## config.mk

```make
export PLATFORM = sky130hd
export DESIGN_NAME = alarm_controller
export DESIGN_NICKNAME = d
export VERILOG_FILES = /design/src/rtl/alarm_controller.sv
export SDC_FILE = /design/constraint.sdc
export NUM_CORES = 1
export LEC_CHECK = 0
export BUFFER_PORTS_ARGS = -buffer_cell sky130_fd_sc_hd__buf_4
export CAP_MARGIN = 20
export CELL_PAD_IN_SITES_DETAIL_PLACEMENT = 2
export CELL_PAD_IN_SITES_GLOBAL_PLACEMENT = 2
export CORE_MARGIN = 4
export CORE_UTILIZATION = 33
export CTS_BUF_LIST = sky130_fd_sc_hd__clkbuf_4 sky130_fd_sc_hd__clkbuf_8
export CTS_CLUSTER_DIAMETER = 60
export DETAILED_ROUTE_END_ITERATION = 8
export PLACE_DENSITY_LB_ADDON = 0.2
export SETUP_SLACK_MARGIN = 0.5
export SYNTH_ARGS = -nofsm -noshare
export SYNTH_HDL_FRONTEND = slang
export SYNTH_SLANG_ARGS = --single-unit
```

## constraint.sdc

```tcl
create_clock -name clk -period 4 [get_ports clk]
set_input_delay 0.6 -clock clk [delete_from_list [all_inputs] [get_ports clk]]
set_output_delay 0.6 -clock clk [all_outputs]
set_load 0.1 [all_outputs]
```

## src/rtl/alarm_controller.sv

```systemverilog
// rtl/alarm_controller.sv - alarm minute match with arm/ring/snooze state machine
// Watches MM:SS BCD time, rings for RING_SECONDS ticks, snoozes for SNOOZE_SECONDS ticks.
module alarm_controller #(
  parameter int RING_SECONDS   = 60,
  parameter int SNOOZE_SECONDS = 300,
  parameter int CNT_W          = 9
) (
  input  logic        clk,
  input  logic        reset,
  input  logic        tick,
  input  logic [15:0] time_bcd,
  input  logic [7:0]  alarm_in,
  input  logic        set_alarm,
  input  logic        arm,
  input  logic        snooze,
  input  logic        dismiss,
  output logic [7:0]  alarm_bcd,
  output logic [1:0]  state,
  output logic        ringing,
  output logic        buzzer,
  output logic        set_err
);

  typedef enum logic [1:0] {
    IDLE    = 2'd0,
    ARMED   = 2'd1,
    RINGING = 2'd2,
    SNOOZE  = 2'd3
  } state_t;

  localparam logic [CNT_W-1:0] RING_CNT   = CNT_W'(RING_SECONDS);
  localparam logic [CNT_W-1:0] SNOOZE_CNT = CNT_W'(SNOOZE_SECONDS);
  localparam logic [CNT_W-1:0] CNT_ONE    = CNT_W'(1);

  state_t           state_q, state_d;
  logic [CNT_W-1:0] cnt_q, cnt_d;
  logic             buzzer_q, buzzer_d;
  logic [7:0]       alarm_q, alarm_d;
  logic             set_err_q, set_err_d;
  logic             match_q;

  logic match;
  logic trigger;
  logic set_valid;

  assign match     = (time_bcd == {alarm_q, 8'h00});
  // Rising edge of the match gives one trigger per pass through the alarm minute.
  assign trigger   = match && !match_q;
  assign set_valid = set_alarm && (alarm_in[7:4] <= 4'd9) && (alarm_in[3:0] <= 4'd9);

  always_ff @(posedge clk) begin
    if (reset) begin
      state_q   <= IDLE;
      cnt_q     <= '0;
      buzzer_q  <= 1'b0;
      alarm_q   <= 8'h00;
      set_err_q <= 1'b0;
      match_q   <= 1'b0;
    end else begin
      state_q   <= state_d;
      cnt_q     <= cnt_d;
      buzzer_q  <= buzzer_d;
      alarm_q   <= alarm_d;
      set_err_q <= set_err_d;
      match_q   <= match;
    end
  end

  always_comb begin
    state_d   = state_q;
    cnt_d     = cnt_q;
    buzzer_d  = buzzer_q;
    alarm_d   = set_valid ? alarm_in : alarm_q;
    set_err_d = set_alarm && !set_valid;

    if (!arm) begin
      state_d = IDLE;
    end else if (set_valid && (state_q == RINGING || state_q == SNOOZE)) begin
      state_d = ARMED;
    end else begin
      case (state_q)
        IDLE: state_d = ARMED;
        ARMED: begin
          if (trigger) begin
            state_d  = RINGING;
            cnt_d    = RING_CNT;
            buzzer_d = 1'b1;
          end
        end
        RINGING: begin
          if (dismiss) begin
            state_d = ARMED;
          end else if (snooze) begin
            state_d = SNOOZE;
            cnt_d   = SNOOZE_CNT;
          end else if (tick) begin
            if (cnt_q == CNT_ONE) begin
              state_d = ARMED;
            end else begin
              cnt_d    = cnt_q - CNT_ONE;
              buzzer_d = ~buzzer_q;
            end
          end
        end
        SNOOZE: begin
          if (dismiss) begin
            state_d = ARMED;
          end else if (tick) begin
            if (cnt_q == CNT_ONE) begin
              state_d  = RINGING;
              cnt_d    = RING_CNT;
              buzzer_d = 1'b1;
            end else begin
              cnt_d = cnt_q - CNT_ONE;
            end
          end
        end
        default: state_d = IDLE;
      endcase
    end

    if (state_d != RINGING) buzzer_d = 1'b0;
  end

  always_comb begin
    state     = state_q;
    ringing   = (state_q == RINGING);
    buzzer    = buzzer_q && (state_q == RINGING);
    alarm_bcd = alarm_q;
    set_err   = set_err_q;
  end

endmodule

```

==> results.tsv, run 1 <==
stage	metric	value	unit
outcome	status	complete, no violations	
global_routing	grt_pass1_vias	1740	
clock_tree	cts_tree	built	
placement	postPlaceCellArea	0.001877	mm²
logic_synthesis	yosys.area.top_type	dfxtp_1	
critical_path	cpMaxStageDelayCell	or4_4	
clock_tree	postCtsSetupRepairBufs	0	
global_routing	grt.overflow.total	0	
global_routing	track_usage	19.53	%
sta	setup_viol	0	
logic_synthesis	synth_nets	211	
floorplanning	die-area	0.005702	mm²
power	switching_share	31.22	%
clock_tree	cts.sinks	22	
logic_synthesis	synth_area_leaders	dfxtp_1, nor2_1, o21ai_0, xor2_1, mux2i_1	
critical_path	criticalPathCategory	input port to flop	
min_path	worst_hold_startpoint	cnt_q[8]$_SDFFE_PP0P_	
logic_synthesis	synth_area	0.001504	mm²
power	p_comb_share	23.8	%
global_routing	grt_max_degree	27	
sta	whs	0.5100	ns
min_path	hold_end	cnt_q[8]$_SDFFE_PP0P_	
sta	max_freq	416.2	MHz
power	p_seq_share	39.7	%
power	p_switching	186.4	µW
clock_tree	path_clk_slew	0.09	ns
floorplanning	pin_count	44	
critical_path	worstPathArrival	2.57	ns
logic_synthesis	synth_cell_type_count	53	
critical_path	reg2reg_depth	5	
logic_synthesis	synth_edf_count	0	
placement	gp_congestion	0.8294	
logic_synthesis	ys_ff_latch	22	
power	vdd_ir_drop_max	0.0001233	V
floorplanning	coreArea	0.004384	mm²
sta	rsz0062_at_grt	false	
sta	tightest_slew	0.6782	ns
critical_path	end_kind	flop	
logic_synthesis	ys_async_sr_fraction	0	%
placement	dp_hpwl	4097	µm
final_layout	layout_common_cells	buf_4, dfxtp_1, nor2_1	
logic_synthesis	synth_area_per_cell	8.449	µm²
route	antenna_left	0	
final_layout	multiInputGateArea	996.0	µm²
min_path	min_path_cells	2	
critical_path	crit_path_start_kind	input port	
final_layout	final_layout_size_suffix_gt1_share	28.18	%
final_layout	areaGrowthSynthToFinish	29.53	%
critical_path	r2r_slack	1.76	ns
final_layout	finalNetCount	254	
critical_path	critPathMaxStageDelay	0.53	ns
route	wirelength	5129	µm
sta	hold_violations	0	
route	drc	0	
logic_synthesis	netlist.area_leader.share	29.28	%
final_layout	seq_area	440.4	µm²
sta	worst_slack	1.597	ns
clock_tree	cts_resized	0	
logic_synthesis	yosysWarnings	0	
logic_synthesis	yosysSeqAreaShare	29.28	%
critical_path	crit_fanout	10	
min_path	hp-class	flop to flop	
critical_path	reg2reg_to	cnt_q[1]$_SDFFE_PP0P_	
clock_tree	ctsHoldBuffers	0	
sta	final.setup.tns	0	ns
critical_path	worstPathCellList	buf_4, or4_4, nor4_4, and4_1, o21ai_2, mux2_4	
floorplanning	initial_utilization	34.30	%
logic_synthesis	synthFlopType	dfxtp_1	
critical_path	cp.required	4.17	ns
power	p_leak	0.8625	nW
clock_tree	cts_root_buf	clkbuf_8	
power	cellPowerDensity	306.4	mW/mm²
global_routing	grt_pass1_wl	8500	µm
placement	port_buffers	43	
clock_tree	cts_htree_levels	1	
global_routing	antenna_found_initial	0	
final_layout	design_area	0.001948	mm²
route	drtIter0Drc	110	
sta	fin_skew	0.003241	ns
floorplanning	die_h	75.51	µm
logic_synthesis	syn-instance-count	178	
final_layout	antenna_cells	0	
sta	drv_slew	0	
sta	finalCritPeriodShare	60.07	%
floorplanning	chipWidth	75.51	µm
floorplanning	core.rowCount	24	
route	wire_per_inst	18.86	µm
clock_tree	cts_buffers	3	
power	p_int	410.5	µW
clock_tree	clk_latency	0.27	ns
final_layout	fillers	512	
final_layout	final_common_cell	buf_4	
route	via_per_inst	5.779	
critical_path	r2r_start	alarm_bcd[3]$_SDFFE_PP0P_	
route	drtPass1Iterations	4	
route	vias	1572	
clock_tree	clockBufferDepth	2	
job	max-cap-violations	0	
sta	maxSlewHeadroom	54.79	%
sta	fin_crit	2.403	ns
power	p_clk_share	36.5	%
placement	dp_slack	1.310	ns
power groups by stage:
| stage | Sequential (mW) | Combinational (mW) | Clock, mW |
|---|---|---|---|
| floorplan | 0.275 | 0.0545 | 0 |
| global placement | 0.242 | 0.137 | 0 |
| detailed placement | 0.242 | 0.142 | 0 |
| CTS | 0.237 | 0.143 | 0.222 |
| global route | 0.239 | 0.152 | 0.231 |
| finish | 0.237 | 0.142 | 0.218 |
kinds of logic (layout without fill, tap and decap cells):
family / count (synthesis) / after routing / synth area share, %
AO/OA/AOI/OAI: 51 / 51 / 26.63
XOR/XNOR: 8 / 8 / 4.659
flip-flops: 22 / 22 / 29.28
AND/OR/NAND/NOR: 70 / 70 / 27.70
multiplexers: 7 / 7 / 5.075
adder cells (fa/ha/maj): 2 / 2 / 1.664
buffers and inverters: 18 / 60 / 4.992
cell usage after synthesis (3+ instances only):
cell / count
mux2i_1: 5
inv_1: 12
clkbuf_1: 5
o32ai_1: 3
nor2b_1: 5
a221oi_2: 3
o211ai_1: 5
xor2_1: 8
and2_1: 3
nor2_1: 20
dfxtp_1: 22
o21ai_0: 14
o211a_1: 5
nand2_1: 11
nand4_1: 3
nand2b_1: 3
nor3_1: 7
a21oi_1: 4
layout make-up:
class	count	area share [%]
multi-input combinational	138	51.12
sequential	22	22.61
timing repair buffer	44	16.96
tap	52	3.340
inverter	12	2.312
clock buffer	3	2.119
clock inverter	1	1.541
stage by stage:
stage	power, mW	std cells	utilization [%]
after detailed placement	0.3843	268	42.81
final	0.5969	272	44.43
after global placement	0.3782	268	42.81
after floorplan	0.3300	178	-
after CTS	0.6015	272	44.43
after global routing	0.6226	272	44.43
flip-flops by register name, indices dropped and copies added (netlist names):
signal	flops
cnt_q	9
alarm_bcd	8
state	2
buzzer_q	1
match_q	1
set_err	1
how the worst max path moves through the flow:
stage | start | endpoint | slack, ns | depth (start not counted)
global route | time_bcd[1] | cnt_q[1]$_SDFFE_PP0P_ | 1.51 | 6
finish | time_bcd[1] | cnt_q[1]$_SDFFE_PP0P_ | 1.60 | 6
detailed placement | time_bcd[1] | cnt_q[1]$_SDFFE_PP0P_ | 1.31 | 6
global placement | time_bcd[1] | cnt_q[1]$_SDFFE_PP0P_ | 1.36 | 6
floorplan | state[1]$_SDFF_PP0_ | buzzer | 0.71 | 4
CTS | time_bcd[1] | cnt_q[1]$_SDFFE_PP0P_ | 1.61 | 6
critical path, delay by kind of cell:
family,cells,cell delay (ns)
compound gates,1,0.16
mux,1,0.33
simple gates,3,1.38
buf+inv,1,0.11
per-layer routing:
| layer | share of wire [%] | GRT usage, % | vias up |
|---|---|---|---|
| li1 | - | - | 750 |
| met5 | 0 | 0 | - |
| met3 | 3.3 | 2.770 | 4 |
| met4 | 1.0 | 6.019 | 0 |
| met2 | 51 | 33.08 | 36 |
| met1 | 44 | 25.64 | 782 |
Power figures use the tool's default switching activity.
==> run 2: changes to the inputs <==
- CORE_UTILIZATION: 33 -> 28
- clock period: 4 -> 2 ns (I/O delays scaled with it)
==> results.tsv, run 2 (same netlist as run 1, synthesis figures left out) <==
stage	metric	value	unit
critical_path	criticalPathCategory	flop to flop	
clock_tree	ctsHoldBuffers	0	
final_layout	largest_register_ffs	9	
power	cellPowerDensity	474.6	mW/mm²
critical_path	critPathMaxStageDelay	0.46	ns
global_routing	antenna_found_initial	0	
critical_path	critPathBufInv	2	
power	vdd_ir_drop_max	0.0003085	V
floorplanning	die_h	81.29	µm
route	wirelength	7446	µm
sta	tightest_slew	0.5759	ns
min_path	hp-class	input port to flop	
critical_path	path_delay_family	compound AO/OA/AOI/OAI gates	
power	p_leak	1.088	nW
final_layout	fin_cells	327	
sta	finalCritPeriodShare	97.48	%
critical_path	worstPathArrival	2.18	ns
clock_tree	cts_tree	built	
critical_path	worstPathCellList	inv_2, ha_4, nor4b_4, buf_4, and2_4, a2111o_1, a32oi_2, and4_1	
sta	hold_violations	0	
clock_tree	clockBufferDepth	2	
sta	max_freq	512.9	MHz
critical_path	critPathLaunch	cnt_q[1]$_SDFFE_PP0P_	
final_layout	antenna_cells	0	
final_layout	fillers	539	
global_routing	grt_pass1_wl	10860	µm
floorplanning	die-area	0.006608	mm²
placement	dp_hpwl	4677	µm
floorplanning	chipWidth	81.29	µm
job	max-cap-violations	0	
final_layout	final_common_cell	buf_4	
floorplanning	coreArea	0.005172	mm²
final_layout	regMostFlops	cnt_q	
global_routing	grt.overflow.total	0	
route	wire_per_inst	22.77	µm
global_routing	grt_max_degree	27	
clock_tree	cts_htree_levels	1	
global_routing	track_usage	22.11	%
final_layout	final_layout_size_suffix_gt1_share	52.53	%
final_layout	design_area	0.002541	mm²
final_layout	finalNetCount	291	
critical_path	end_kind	flop	
sta	whs	0.2479	ns
floorplanning	initial_utilization	29.08	%
critical_path	crit_fanout	4	
min_path	min_path_cells	3	
floorplanning	pin_count	44	
clock_tree	cts_buffers	3	
clock_tree	clk_latency	0.29	ns
sta	rsz0062_at_grt	true	
placement	port_buffers	43	
sta	drv_slew	0	
clock_tree	cts_root_buf	clkbuf_8	
final_layout	layout_common_cells	buf_4, nor2_1, o21ai_0	
route	antenna_left	0	
critical_path	r2r_slack	0.05	ns
clock_tree	path_clk_slew	0.10	ns
sta	fin_crit	1.950	ns
sta	fin_skew	0.004486	ns
critical_path	cpMaxStageDelayCell	a2111o_1	
sta	setup_viol	0	
critical_path	reg2reg_to	buzzer_q$_SDFFE_PP0P_	
placement	placedCellCount	306	
route	drc	0	
sta	worst_slack	0.05034	ns
critical_path	cp.depth	8	
route	drtIter0Drc	81	
clock_tree	cts.sinks	22	
route	via_per_inst	5.477	
route	vias	1791	
global_routing	grt_pass1_vias	2012	
critical_path	reg2reg_depth	8	
final_layout	areaGrowthSynthToFinish	68.97	%
outcome	status	complete, no violations	
route	drtPass1Iterations	4	
sta	maxSlewHeadroom	61.20	%
critical_path	crit_end	buzzer_q$_SDFFE_PP0P_	
floorplanning	core.rowCount	26	
placement	gp_congestion	0.8462	
placement	postPlaceCellArea	0.002101	mm²
critical_path	cp.required	2.23	ns
critical_path	r2r_start	cnt_q[1]$_SDFFE_PP0P_	
critical_path	crit_path_start_kind	flop	
placement	dp_slack	-0.1850	ns
run 2: cell types whose count changed in the layout (fill, tap and decap cells not counted), sizes merged:
| cell | change |
|---|---|
| buf | +36 |
| bufinv | -1 |
| clkbuf | +2 |
| clkinvlp | +1 |
| inv | -1 |
run 2: worst min-delay path by stage:
stage,from,end,slack (ns)
2_1_floorplan,alarm_in[0],alarm_bcd[0]$_SDFFE_PP0P_,0.44
3_3_place_gp,alarm_bcd[6]$_SDFFE_PP0P_,alarm_bcd[6]$_SDFFE_PP0P_,0.48
3_5_place_dp,alarm_bcd[5]$_SDFFE_PP0P_,alarm_bcd[5]$_SDFFE_PP0P_,0.51
4_1_cts,alarm_in[0],alarm_bcd[0]$_SDFFE_PP0P_,0.24
5_1_grt,alarm_in[4],alarm_bcd[4]$_SDFFE_PP0P_,0.25
6_report,alarm_in[4],alarm_bcd[4]$_SDFFE_PP0P_,0.25
run 2: report_power, final:
group	switching, mW	leakage [nW]	internal [mW]
clock	0.184	0.0288	0.177
sequential	0.0180	0.186	0.450
combinational	0.229	0.873	0.148
total	0.431	1.09	0.775
run 2: repair_timing:
item	4_1_cts	5_1_grt
gates resized for setup	41	12
setup endpoints to repair	14	14
pin swaps	17	11
buffers inserted	6	10
cloned	0	1
run 2: per-stage QoR:
stage,utilization (%),TNS (ns),power (mW)
final,49.13,0,1.206
after global routing,49.13,0,1.257
after CTS,46.01,0,1.178
after detailed placement,40.61,-1.605,0.7914
after global placement,40.61,-1.144,0.7769
after floorplan,-,-0.1401,0.6607
run 2: cell type report:
cell class | instances | area, µm² | area share, %
Inverter | 12 | 51.30 | 2.019
Tap cell | 70 | 87.58 | 3.447
Timing Repair Buffer | 81 | 684.4 | 26.93
Multi-Input combinational cell | 138 | 1192 | 46.92
Sequential cell | 22 | 470.5 | 18.51
Clock buffer | 4 | 55.05 | 2.166
run 2: worst reg2reg max path, stage by stage (launching register included):
cell	delay, ns
dfxtp_2	0.35
inv_2	0.05
ha_4	0.14
nor4b_4	0.14
buf_4	0.15
and2_4	0.18
a2111o_1	0.46
a32oi_2	0.22
and4_1	0.22
run 2: metal layers:
| layer | track usage, % | vias to the layer above | part of all wire [%] |
|---|---|---|---|
| li1 | - | 824 | - |
| met5 | 0 | - | 0 |
| met2 | 41.21 | 54 | 54 |
| met3 | 3.548 | 19 | 4.0 |
| met1 | 24.52 | 894 | 39 |
| met4 | 9.122 | 0 | 3.2 |
==> run 3: changes to the inputs <==
- CELL_PAD_IN_SITES_DETAIL_PLACEMENT: 2 -> not set
- CELL_PAD_IN_SITES_GLOBAL_PLACEMENT: 2 -> not set
- CORE_UTILIZATION: 28 -> 48
==> results.tsv, run 3 (same netlist as run 1, synthesis figures left out) <==
stage	metric	value	unit
outcome	status	complete, no violations	
global_routing	track_usage	23.38	%
critical_path	crit_fanout	5	
floorplanning	die-area	0.004093	mm²
placement	postPlaceCellArea	0.002021	mm²
sta	rsz0062_at_grt	true	
placement	dp_hpwl	3296	µm
critical_path	end_kind	flop	
power	cellPowerDensity	440.7	mW/mm²
global_routing	grt_pass1_vias	1712	
clock_tree	clockBufferDepth	2	
sta	hold_violations	0	
clock_tree	cts_tree	built	
final_layout	final_core_util	77.98	%
job	max-cap-violations	0	
final_layout	areaGrowthSynthToFinish	56.99	%
route	antenna_left	0	
critical_path	cp.required	2.21	ns
floorplanning	core.rowCount	20	
route	wl_met3	368	µm
critical_path	reg2reg_depth	9	
critical_path	crit_path_start_kind	input port	
global_routing	grt.overflow.total	0	
min_path	min_path_cells	3	
global_routing	grt_pass1_wl	7776	µm
final_layout	final_layout_size_suffix_gt1_share	49.80	%
route	highest_layer	met4	
route	drtIter0Drc	172	
clock_tree	cts_htree_levels	1	
final_layout	layout_common_cells	buf_4, nor2_1, o21ai_0	
sta	worst_slack	0.07233	ns
final_layout	seq_area	467.9	µm²
power	p_int	672.1	µW
clock_tree	path_clk_slew	0.12	ns
placement	dp_slack	-0.1738	ns
sta	finalCritPeriodShare	96.38	%
floorplanning	chipWidth	63.98	µm
power	power	1.040	mW
route	wirelength	5338	µm
placement	gp_congestion	0.8731	
final_layout	design_area	0.002361	mm²
final_layout	finalNetCount	281	
route	drtPass1Iterations	6	
power	p_leak	1.017	nW
final_layout	multiInputGateArea	0.001160	mm²
floorplanning	coreArea	0.003028	mm²
sta	drv_slew	0	
route	via_per_inst	6.079	
placement	port_buffers	43	
final_layout	final_common_cell	buf_4	
floorplanning	die_h	63.98	µm
floorplanning	initial_utilization	49.67	%
sta	whs	0.2114	ns
power	vdd_ir_drop_max	0.0003699	V
clock_tree	cts_buffers	3	
route	drt-met1-wl	2082	µm
sta	fin_skew	0.006999	ns
final_layout	regMostFlops	cnt_q	
global_routing	antenna_found_initial	0	
sta	maxSlewHeadroom	55.10	%
power	switching_share	35.40	%
route	vias	1769	
power	p_comb_share	32.3	%
floorplanning	pin_count	44	
final_layout	largest_register_ffs	9	
critical_path	criticalPathCategory	input port to flop	
sta	max_freq	518.8	MHz
sta	setup_viol	0	
final_layout	antenna_cells	0	
power	p_switching	368.4	µW
route	wire_per_inst	18.34	µm
power	p_clk_share	22.6	%
clock_tree	cts.sinks	22	
min_path	hp-class	input port to flop	
route	route.met2.wl	2728	µm
power	p_seq_share	45.1	%
final_layout	fillers	190	
global_routing	grt_max_degree	27	
sta	fin_crit	1.928	ns
route	drc	0	
critical_path	worstPathArrival	2.14	ns
clock_tree	clk_latency	0.32	ns
clock_tree	cts_root_buf	clkbuf_4	
sta	tightest_slew	0.6735	ns
==> run 3: final timing paths <==
| check | startpoint | end | slack, ns |
|---|---|---|---|
| max reg2reg | cnt_q[1]$_SDFFE_PP0P_ | cnt_q[6]$_SDFFE_PP0P_ | 0.12 |
| max | time_bcd[2] | cnt_q[1]$_SDFFE_PP0P_ | 0.07 |
| min reg2reg | alarm_bcd[6]$_SDFFE_PP0P_ | alarm_bcd[6]$_SDFFE_PP0P_ | 0.52 |
| min | alarm_in[4] | alarm_bcd[4]$_SDFFE_PP0P_ | 0.21 |
==> run 3: critical path: stages <==
cell     delay (ns)
buf_4          0.11
or4_4          0.54
nor4_4         0.35
and4_4         0.32
buf_12         0.13
o21ai_4        0.07
mux2_4         0.32
==> run 3: what timing repair did <==
action / CTS / global route
hold endpoints to repair: 0 / 0
gates resized for setup: 20 / 19
endpoints found under the setup margin: 14 / 13
hold buffers: 0 / 0
pin swaps: 7 / 11
setup buffers: 11 / 3
gates cloned: 0 / 1
==> run 3: power by group through the flow <==
stage / Sequential [mW] / Clock (mW) / Combinational (mW)
after floorplan: 0.550 / 0 / 0.111
after global placement: 0.480 / 0 / 0.280
after detailed placement: 0.481 / 0 / 0.287
after CTS: 0.469 / 0.245 / 0.312
after global routing: 0.471 / 0.260 / 0.355
final: 0.469 / 0.235 / 0.337
==> run 3: cell type report <==
type,count,area share [%]
well taps,44,2.332
repair buffers,71,25.38
clock buffers,4,1.272
flip-flops and latches,22,19.82
multi-input cells,138,49.13
inverters,12,2.067
==> run 3: per-layer routing <==
metal,vias to the layer above,track usage [%]
li1,806,-
met1,828,28.76
met2,111,42.06
met3,24,2.988
met4,0,6.739
met5,-,0
==> run 3: per-stage QoR <==
step	std cells	TNS, ns
after floorplan	178	-0.1401
after global placement	272	-0.8054
after detailed placement	272	-1.204
after CTS	287	0
after global routing	291	0
final	291	0
